<file path="config.mk">
export PLATFORM = sky130hd
export DESIGN_NAME = turn_controller
export DESIGN_NICKNAME = d
export VERILOG_FILES = /design/src/rtl/turn_controller.sv
export SDC_FILE = /design/constraint.sdc
export NUM_CORES = 1
export LEC_CHECK = 0
export CAP_MARGIN = 30
export CORE_UTILIZATION = 49
export CTS_BUF_LIST = sky130_fd_sc_hd__clkbuf_4 sky130_fd_sc_hd__clkbuf_8
export DETAILED_ROUTE_END_ITERATION = 10
export GPL_TIMING_DRIVEN = 0
export PLACE_DENSITY = 0.82
export SYNTH_ARGS = -nofsm -noshare
export SYNTH_HDL_FRONTEND = slang
export SYNTH_SLANG_ARGS = --single-unit
export TNS_END_PERCENT = 50
</file>
<file path="constraint.sdc">
create_clock -name clk -period 1.9 [get_ports clk]
set_input_delay 0.38 -clock clk [delete_from_list [all_inputs] [get_ports clk]]
set_output_delay 0.38 -clock clk [all_outputs]
set_load 0.02 [all_outputs]
</file>
<file path="src/rtl/turn_controller.sv">
// turn_controller: command front-end for game_top. It forwards shop buys,
// launches rounds once both players are ready, enforces strict turn
// alternation in play with an idle timeout, and follows game_top's phase.
module turn_controller #(
  parameter int unsigned TURN_TIMEOUT = 200,
  parameter int unsigned TIMER_W      = 8
) (
  input  logic               clk,
  input  logic               rst,
  input  logic               phase,
  input  logic               p1_req,
  input  logic               p2_req,
  input  logic [2:0]         p1_code,
  input  logic [2:0]         p2_code,
  input  logic               p1_ready,
  input  logic               p2_ready,
  output logic               turn,
  output logic               play_valid,
  output logic [2:0]         play_action,
  output logic               buy_valid_p1,
  output logic               buy_valid_p2,
  output logic [2:0]         buy_code_p1,
  output logic [2:0]         buy_code_p2,
  output logic               start_round,
  output logic               turn_timeout,
  output logic               err_not_your_turn_p1,
  output logic               err_not_your_turn_p2,
  output logic [TIMER_W-1:0] turn_timer
);

  typedef enum logic [1:0] {StShop, StLaunch, StPlay, StIssue} state_e;

  // Last idle cycle before the active player forfeits the turn.
  localparam logic [TIMER_W-1:0] TimerLimit = TIMER_W'(TURN_TIMEOUT - 1);

  state_e               r_state, w_state_d;
  logic                 r_turn, w_turn_d;
  logic [TIMER_W-1:0]   r_timer, w_timer_d;
  logic                 r_rdy1, w_rdy1_d;
  logic                 r_rdy2, w_rdy2_d;
  logic                 r_play_valid, w_play_valid_d;
  logic [2:0]           r_play_action, w_play_action_d;
  logic                 r_buy_valid_p1, w_buy_valid_p1_d;
  logic                 r_buy_valid_p2, w_buy_valid_p2_d;
  logic [2:0]           r_buy_code_p1, w_buy_code_p1_d;
  logic [2:0]           r_buy_code_p2, w_buy_code_p2_d;
  logic                 r_start_round, w_start_round_d;
  logic                 r_turn_timeout, w_turn_timeout_d;
  logic                 r_err_p1, w_err_p1_d;
  logic                 r_err_p2, w_err_p2_d;

  // Request and code of whichever player currently holds the turn.
  logic       w_a_req;
  logic [2:0] w_a_code;

  assign w_a_req  = r_turn ? p2_req : p1_req;
  assign w_a_code = r_turn ? p2_code : p1_code;

  // Next-state and registered-output decode for the round/turn FSM.
  always_comb begin
    w_state_d        = r_state;
    w_turn_d         = r_turn;
    w_timer_d        = r_timer;
    w_rdy1_d         = r_rdy1;
    w_rdy2_d         = r_rdy2;
    w_play_valid_d   = 1'b0;
    w_play_action_d  = r_play_action;
    w_buy_valid_p1_d = 1'b0;
    w_buy_valid_p2_d = 1'b0;
    w_buy_code_p1_d  = r_buy_code_p1;
    w_buy_code_p2_d  = r_buy_code_p2;
    w_start_round_d  = 1'b0;
    w_turn_timeout_d = 1'b0;
    w_err_p1_d       = 1'b0;
    w_err_p2_d       = 1'b0;

    unique case (r_state)
      StShop: begin
        // Buy paths are independent and stay live in the launch-decision cycle.
        if (p1_req) begin
          w_buy_valid_p1_d = 1'b1;
          w_buy_code_p1_d  = p1_code;
        end
        if (p2_req) begin
          w_buy_valid_p2_d = 1'b1;
          w_buy_code_p2_d  = p2_code;
        end
        if (r_rdy1 && r_rdy2) begin
          w_start_round_d = 1'b1;
          w_rdy1_d        = 1'b0;
          w_rdy2_d        = 1'b0;
          w_state_d       = StLaunch;
        end else begin
          w_rdy1_d = r_rdy1 | p1_ready;
          w_rdy2_d = r_rdy2 | p2_ready;
        end
      end
      StLaunch: begin
        if (!phase) begin
          w_state_d = StPlay;
          w_turn_d  = 1'b0;
          w_timer_d = '0;
        end
      end
      StPlay: begin
        if (phase) begin
          w_state_d = StShop;
          w_turn_d  = 1'b0;
          w_timer_d = '0;
          w_rdy1_d  = 1'b0;
          w_rdy2_d  = 1'b0;
        end else begin
          w_err_p1_d = r_turn & p1_req;
          w_err_p2_d = ~r_turn & p2_req;
          if (w_a_req) begin
            w_state_d       = StIssue;
            w_play_valid_d  = 1'b1;
            w_play_action_d = w_a_code;
          end else if (r_timer == TimerLimit) begin
            w_turn_d         = ~r_turn;
            w_timer_d        = '0;
            w_turn_timeout_d = 1'b1;
          end else begin
            w_timer_d = r_timer + 1'b1;
          end
        end
      end
      StIssue: begin
        if (phase) begin
          w_state_d = StShop;
          w_turn_d  = 1'b0;
          w_timer_d = '0;
          w_rdy1_d  = 1'b0;
          w_rdy2_d  = 1'b0;
        end else begin
          // The active player's request is dropped silently: the turn is committed.
          w_err_p1_d = r_turn & p1_req;
          w_err_p2_d = ~r_turn & p2_req;
          w_state_d  = StPlay;
          w_turn_d   = ~r_turn;
          w_timer_d  = '0;
        end
      end
      default: w_state_d = StShop;
    endcase
  end

  // State and output registers with asynchronous active-low clear.
  always_ff @(posedge clk or negedge rst) begin
    if (!rst) begin
      r_state        <= StShop;
      r_turn         <= 1'b0;
      r_timer        <= '0;
      r_rdy1         <= 1'b0;
      r_rdy2         <= 1'b0;
      r_play_valid   <= 1'b0;
      r_play_action  <= 3'd0;
      r_buy_valid_p1 <= 1'b0;
      r_buy_valid_p2 <= 1'b0;
      r_buy_code_p1  <= 3'd0;
      r_buy_code_p2  <= 3'd0;
      r_start_round  <= 1'b0;
      r_turn_timeout <= 1'b0;
      r_err_p1       <= 1'b0;
      r_err_p2       <= 1'b0;
    end else begin
      r_state        <= w_state_d;
      r_turn         <= w_turn_d;
      r_timer        <= w_timer_d;
      r_rdy1         <= w_rdy1_d;
      r_rdy2         <= w_rdy2_d;
      r_play_valid   <= w_play_valid_d;
      r_play_action  <= w_play_action_d;
      r_buy_valid_p1 <= w_buy_valid_p1_d;
      r_buy_valid_p2 <= w_buy_valid_p2_d;
      r_buy_code_p1  <= w_buy_code_p1_d;
      r_buy_code_p2  <= w_buy_code_p2_d;
      r_start_round  <= w_start_round_d;
      r_turn_timeout <= w_turn_timeout_d;
      r_err_p1       <= w_err_p1_d;
      r_err_p2       <= w_err_p2_d;
    end
  end

  assign turn                 = r_turn;
  assign play_valid           = r_play_valid;
  assign play_action          = r_play_action;
  assign buy_valid_p1         = r_buy_valid_p1;
  assign buy_valid_p2         = r_buy_valid_p2;
  assign buy_code_p1          = r_buy_code_p1;
  assign buy_code_p2          = r_buy_code_p2;
  assign start_round          = r_start_round;
  assign turn_timeout         = r_turn_timeout;
  assign err_not_your_turn_p1 = r_err_p1;
  assign err_not_your_turn_p2 = r_err_p2;
  assign turn_timer           = r_timer;

endmodule

</file>
### Yosys cells after proc, flatten, opt, wreduce, memory -nomap -nowiden

Cells that the tools add are included.

| storage, ports and cells | value |
|---|---|
| bits in registers | 29 |
| input bits | 13 |
| output and inout bits | 25 |
| word-level logic and storage cells | 85 |

| cells by class | value |
|---|---|
| add/subtract/negate cells | 1 |
| equal/unequal tests | 10 |
| mux-type cells | 41 |
| bitwise operators | 6 |
| reduce and logical (&&, ||, !) cells | 12 |

Operator list:

| kind | number |
|---|---|
| two-way mux 8 bit | 4 |
| two-way mux 1 bit | 26 |
| case mux 8 bit (3 select lines) | 1 |
| two-way mux 2 bit | 5 |
| inequality test 3 bit, second input constant | 3 |
| AND reduction 3 bit | 3 |
| adder 8 x 1 -> 8 bit, second input constant | 1 |
| equality test 8 bit, second input constant | 1 |
| case mux 2 bit (4 select lines) | 1 |
| AND reduction 2 bit | 3 |
| equality test 2 bit, second input constant | 2 |
| inequality test 2 bit, second input constant | 2 |
| case mux 1 bit (2 select lines) | 2 |
| AND reduction 4 bit | 1 |
| two-way mux 3 bit | 1 |
| case mux 1 bit (3 select lines) | 1 |
| nonzero test 3 bit | 1 |
| AND 1 bit | 2 |
| equality test 2 x 1 -> 1 bit, second input constant | 1 |
| logical NOT 2 bit | 1 |
| inequality test 2 x 1 -> 1 bit, second input constant | 1 |
| NOT 1 bit | 2 |
| bitwise OR 1 bit | 2 |
| nonzero test 2 bit | 1 |
| 2 further kinds | 2 |

### Depth between registers and ports, before layout

Gate-level depths: netlist (run 1).

| logic depth | value |
|---|---|
| word-level depth | 5 |
| gate-level depth with buffers | 6 |
| depth with buffers taken out | 5 |

### Least setup slack after synthesis (run 1)

Ideal clock, no wire load.

| timing path | value |
|---|---|
| path type | register to register |
| from | register r_turn (netlist: turn) |
| to | register r_timer[7] (netlist: turn_timer[7]) |
| setup time | 0.077 ns |
| arrival time | 1.601 ns |
| data required time | 1.823 ns |
| slack | 0.221 ns |
| cell stages (with the launch flop) | 6 |
| buffers on the path | 1 |
| period minus slack after synthesis | 1.679 ns |
| cells stage by stage | dfrtp_1 -> buf_6 -> mux2i_4 -> a21oi_2 -> or4_1 -> a21oi_1 |

| between the ends | value |
|---|---|
| longest elaborated chain between the ends | 3 |

Ends and longest elaborated chain:

| item | line | text |
|---|---|---|
| start, declared | 37 | `logic r_turn, w_turn_d;` |
| start signal, assigned | 168 | `r_turn <= w_turn_d;` |
| two-way mux 1 bit | 56 | `assign w_a_req = r_turn ? p2_req : p1_req;` |
| inequality test 3 bit (no source line) | -- |  |
| AND reduction 3 bit (no source line) | -- |  |
| end signal, assigned | 169 | `r_timer <= w_timer_d;` |
| end, declared | 38 | `logic [TIMER_W-1:0] r_timer, w_timer_d;` |

Every way passes these cells.
A chain may end at the register's enable or synchronous reset.

### Final worst setup path (run 1)

| timing path | value |
|---|---|
| from | input port phase |
| to | register r_turn (netlist: turn) |

| between the ends | value |
|---|---|
| longest elaborated chain between the ends | 2 |
| elaborated cells on any way between the ends | 7 |
| those cells by class | eq/ne: 3; mux: 3; reduce/logical: 1 |

Ends and longest elaborated chain:

| item | line | text |
|---|---|---|
| start, declared | 10 | `input logic phase,` |
| inequality test 3 bit (no source line), or another cell as far along | -- |  |
| AND reduction 4 bit (no source line) / case mux 1 bit (3 select lines) (equally long branches) | -- |  |

Parallel ways exist; a longest one is shown, timed or not.

==> results of run 1 <==
[worst max-delay path by stage]
stage	start	endpoint	slack (ps)	depth (start not counted)
after global routing	phase	turn	30	5
after CTS	turn_timer[4]	turn_timer[4]	60	1
final	phase	turn	100	5
after global placement	phase	turn	-220	5
after detailed placement	phase	turn	-230	5
after floorplan	turn	turn_timer[7]	220	5
[cells by family (layout without fill, tap and decap cells)]
kind of cell,after synthesis,count (layout),share of synthesized area [%]
and+or+nand+nor,45,45,18.21
muxes,12,12,11.04
DFF,29,29,54.72
adders and majority gates,1,1,0.9432
AOI/OAI and AO/OA,24,24,11.13
buffers and inverters,7,53,3.962
[critical path: cells and delay by family]
family                 cells  cell delay, ps
buffers and inverters      1             580
AOI/OAI and AO/OA          1             250
and+or+nand+nor            1             140
muxes                      2             680
[timing repair]
item,4_1_cts,5_1_grt
setup endpoints to repair,0,1
resized for setup,0,3
setup buffers,0,0
endpoints found under the hold margin,0,0
[sequential cells by signal (all words and copies together) (netlist names)]
register and count:
turn_timer 8, buy_code_p1 3, play_action 3, r_rdy1 1, buy_code_p2 3, r_state 2
start_round 1, err_not_your_turn_p1 1, turn 1, err_not_your_turn_p2 1, buy_valid_p2 1, turn_timeout 1
play_valid 1, buy_valid_p1 1, r_rdy2 1
[per-layer routing]
metal	part of all wire [%]	wire, um
met2	50	1455
met5	0	0
met4	2.2	63
met3	4.2	121
met1	43	1243
[Yosys cell counts (all sizes together), types with 2 or more instances]
| master | count | area, um2 |
|---|---|---|
| clkbuf | 2 | 7.510 |
| or4 | 2 | 15.01 |
| o31ai | 2 | 15.01 |
| nand3 | 2 | 10.01 |
| mux2i | 4 | 52.55 |
| a21oi | 9 | 48.80 |
| nor2 | 13 | 51.30 |
| a22oi | 2 | 15.01 |
| nand4 | 2 | 12.51 |
| o21ai | 8 | 40.04 |
| buf | 4 | 41.29 |
| nor2b | 2 | 12.51 |
| dfrtp | 29 | 725.7 |
| nand2b | 4 | 25.02 |
| nand2 | 8 | 30.03 |
| mux2 | 8 | 93.84 |
| or3 | 2 | 12.51 |
| and2 | 4 | 25.02 |
[through the flow]
step / setup TNS [ps] / power [uW] / instance area, um2 / hold WS [ps] / instances
floorplan: 0 / 1593 / 1326 / 84.41 / 118
global placement: -1059 / 1987 / 1734 / 491.3 / 185
detailed placement: -1435 / 2049 / 1762 / 496.8 / 186
CTS: 0 / 2593 / 1851 / 435.0 / 194
global route: 0 / 2706 / 1861 / 457.0 / 194
finish: 0 / 2574 / 1861 / 427.5 / 194
[layout by cell type, fill, tap and decap left out, types with 2 or more instances in the layout]
cell type | Yosys | final
o31ai_1 | 2 | 2
nand4_1 | 2 | 2
nand2_1 | 8 | 8
dfrtp_1 | 29 | 28
clkbuf_4 | 0 | 6
and2_1 | 4 | 4
buf_6 | 3 | 3
a22oi_1 | 2 | 2
mux2_2 | 7 | 7
mux2i_1 | 3 | 3
or3_1 | 2 | 2
clkdlybuf4s50_1 | 0 | 36
o21ai_0 | 8 | 8
clkbuf_1 | 2 | 2
nor2_1 | 12 | 12
or4_1 | 2 | 2
nand2b_1 | 4 | 4
a21oi_1 | 8 | 8
nand3_1 | 2 | 2
nor2b_1 | 2 | 2
[layout make-up]
class | count | area, um2
Multi-Input combinational cell | 82 | 554.3
Fill cell | 189 | 661.9
Buffer | 6 | 48.80
Clock buffer | 7 | 58.81
Sequential cell | 29 | 726.9
Clock inverter | 1 | 30.03
Timing Repair Buffer | 38 | 400.4
Inverter | 1 | 3.754
Tap cell | 30 | 37.54
[report_power, final]
group	internal [uW]	switching (uW)	leakage, uW
sequential	793	113	0.000372
clock	328	214	0.0000489
combinational	562	563	0.000370
total	1680	890	0.000791
==> results.yml, run 1 <==
outcome:
  status: "finished clean"
drt:
  drcViolationCount: 0
  route.final.wire_length_um: 2883
  wl_per_cell_um: 14.86
  first_pass_iters: 5
  viasPerCell: 5.515
  ant_nets: 0
  vias: 1070
  dr.first_iter.drc_count: 19
placement:
  post-place-ws_ps: -228.9
  gp_congestion: 0.7344
  portBuffers: 37
  dp_hpwl_um: 2154
clock_network:
  cts_tree: "done"
  h-tree-depth: 2
  insertion_delay_ps: 330
  cts_num_sinks: 29
  cts.clk_slew.worst_paths_ps: 100
  cts_root_buf: "clkbuf_4"
  cts_buffers: 5
  ctsLongestPathBuffers: 2
  cts_hold_buffers: 0
grt:
  grt_max_degree: 20
  use_met1_pct: 27.39
  grt_pass1_vias: 1030
  busiest_layer: "met2"
  antenna_found_initial: 0
  grt_first_pass_wirelength_um: 4443
  use_met2_pct: 34.77
  grtUsageMet3_pct: 6.215
  gr-total-overflow: 0
  track_usage_pct: 22.10
timing:
  fin_ws_ps: 100.3
  worstMarginPinSlew_ps: 617.9
  skew_ps: 10.98
  slew_viol_final: 0
  slew_headroom_pct: 58.68
  rsz0062_at_grt: "false"
  min_period_ps: 1800
  max_clock_freq_mhz: 555.7
  fin_crit_sh_pct: 94.72
  hold_violations: 0
  setup_viol: 0
worst_setup_path:
  crit_arrival_ps: 2020
  required_ps: 2120
  crit_type: "input pin to flop"
  r2r_cells: 5
  reg2reg_setup_slack_ps: 140
  r2r-start: "r_state[0]"
  critPathCaptureType: "flop"
  max_stage_delay_ps: 580
  cp_max_fo: 6
  crit_slowest_cell: "clkdlybuf4s50_1"
  cp-start-kind: "input pin"
  r2r_end: "turn"
  crit_chain: "clkdlybuf4s50_1, mux2_2, a21oi_2, nor2_2, mux2_4"
floorplan:
  fp.dieH_um: 54.03
  core_um2: 2522
  dieArea_um2: 2919
  initial_core_util_pct: 52.58
  fp.dieW_um: 54.03
  placementRows: 18
  ios: 38
synth:
  synth_cell_types: 34
  postSynthCellCount: 118
  synth-edff-count: 0
  syn_nets: 132
  postSynth.asyncResetShare_pct: 100.0
  postSynthAreaPerCell_um2: 11.24
  yosys_warnings: 0
  synth_area_um2: 1326
  ys_ff_latch: 29
  synth_ff_type: "dfrtp_1"
  ys_seq_area_share_pct: 54.72
worst_hold_path:
  hp-class: "input pin to async pin"
power_and_ir_drop:
  p_leak_uw: 0.0007914
  power_density_nw_per_um2: 1383
  ir_worst_vdd_uv: 1021
cells_and_area:
  drive_gt1_share_pct: 17.07
  fin_util_pct: 73.76
  diodes: 0
  area_delta_synth_final_pct: 40.28
  nets: 177
run:
  max_cap_violations: 0
Note: power is estimated with default switching activity, not from simulation.
==> inputs of run 2 (changes only) <==
- CTS_CLUSTER_DIAMETER: not set -> 30
==> results of run 2 <==
The final DEF is identical to that of run 1; final timing and power are the same.
==> inputs of run 3 (changes only) <==
- SKIP_CTS_REPAIR_TIMING: not set -> 1
==> results of run 3 <==
The final DEF is identical to that of run 1; final timing and power are the same.
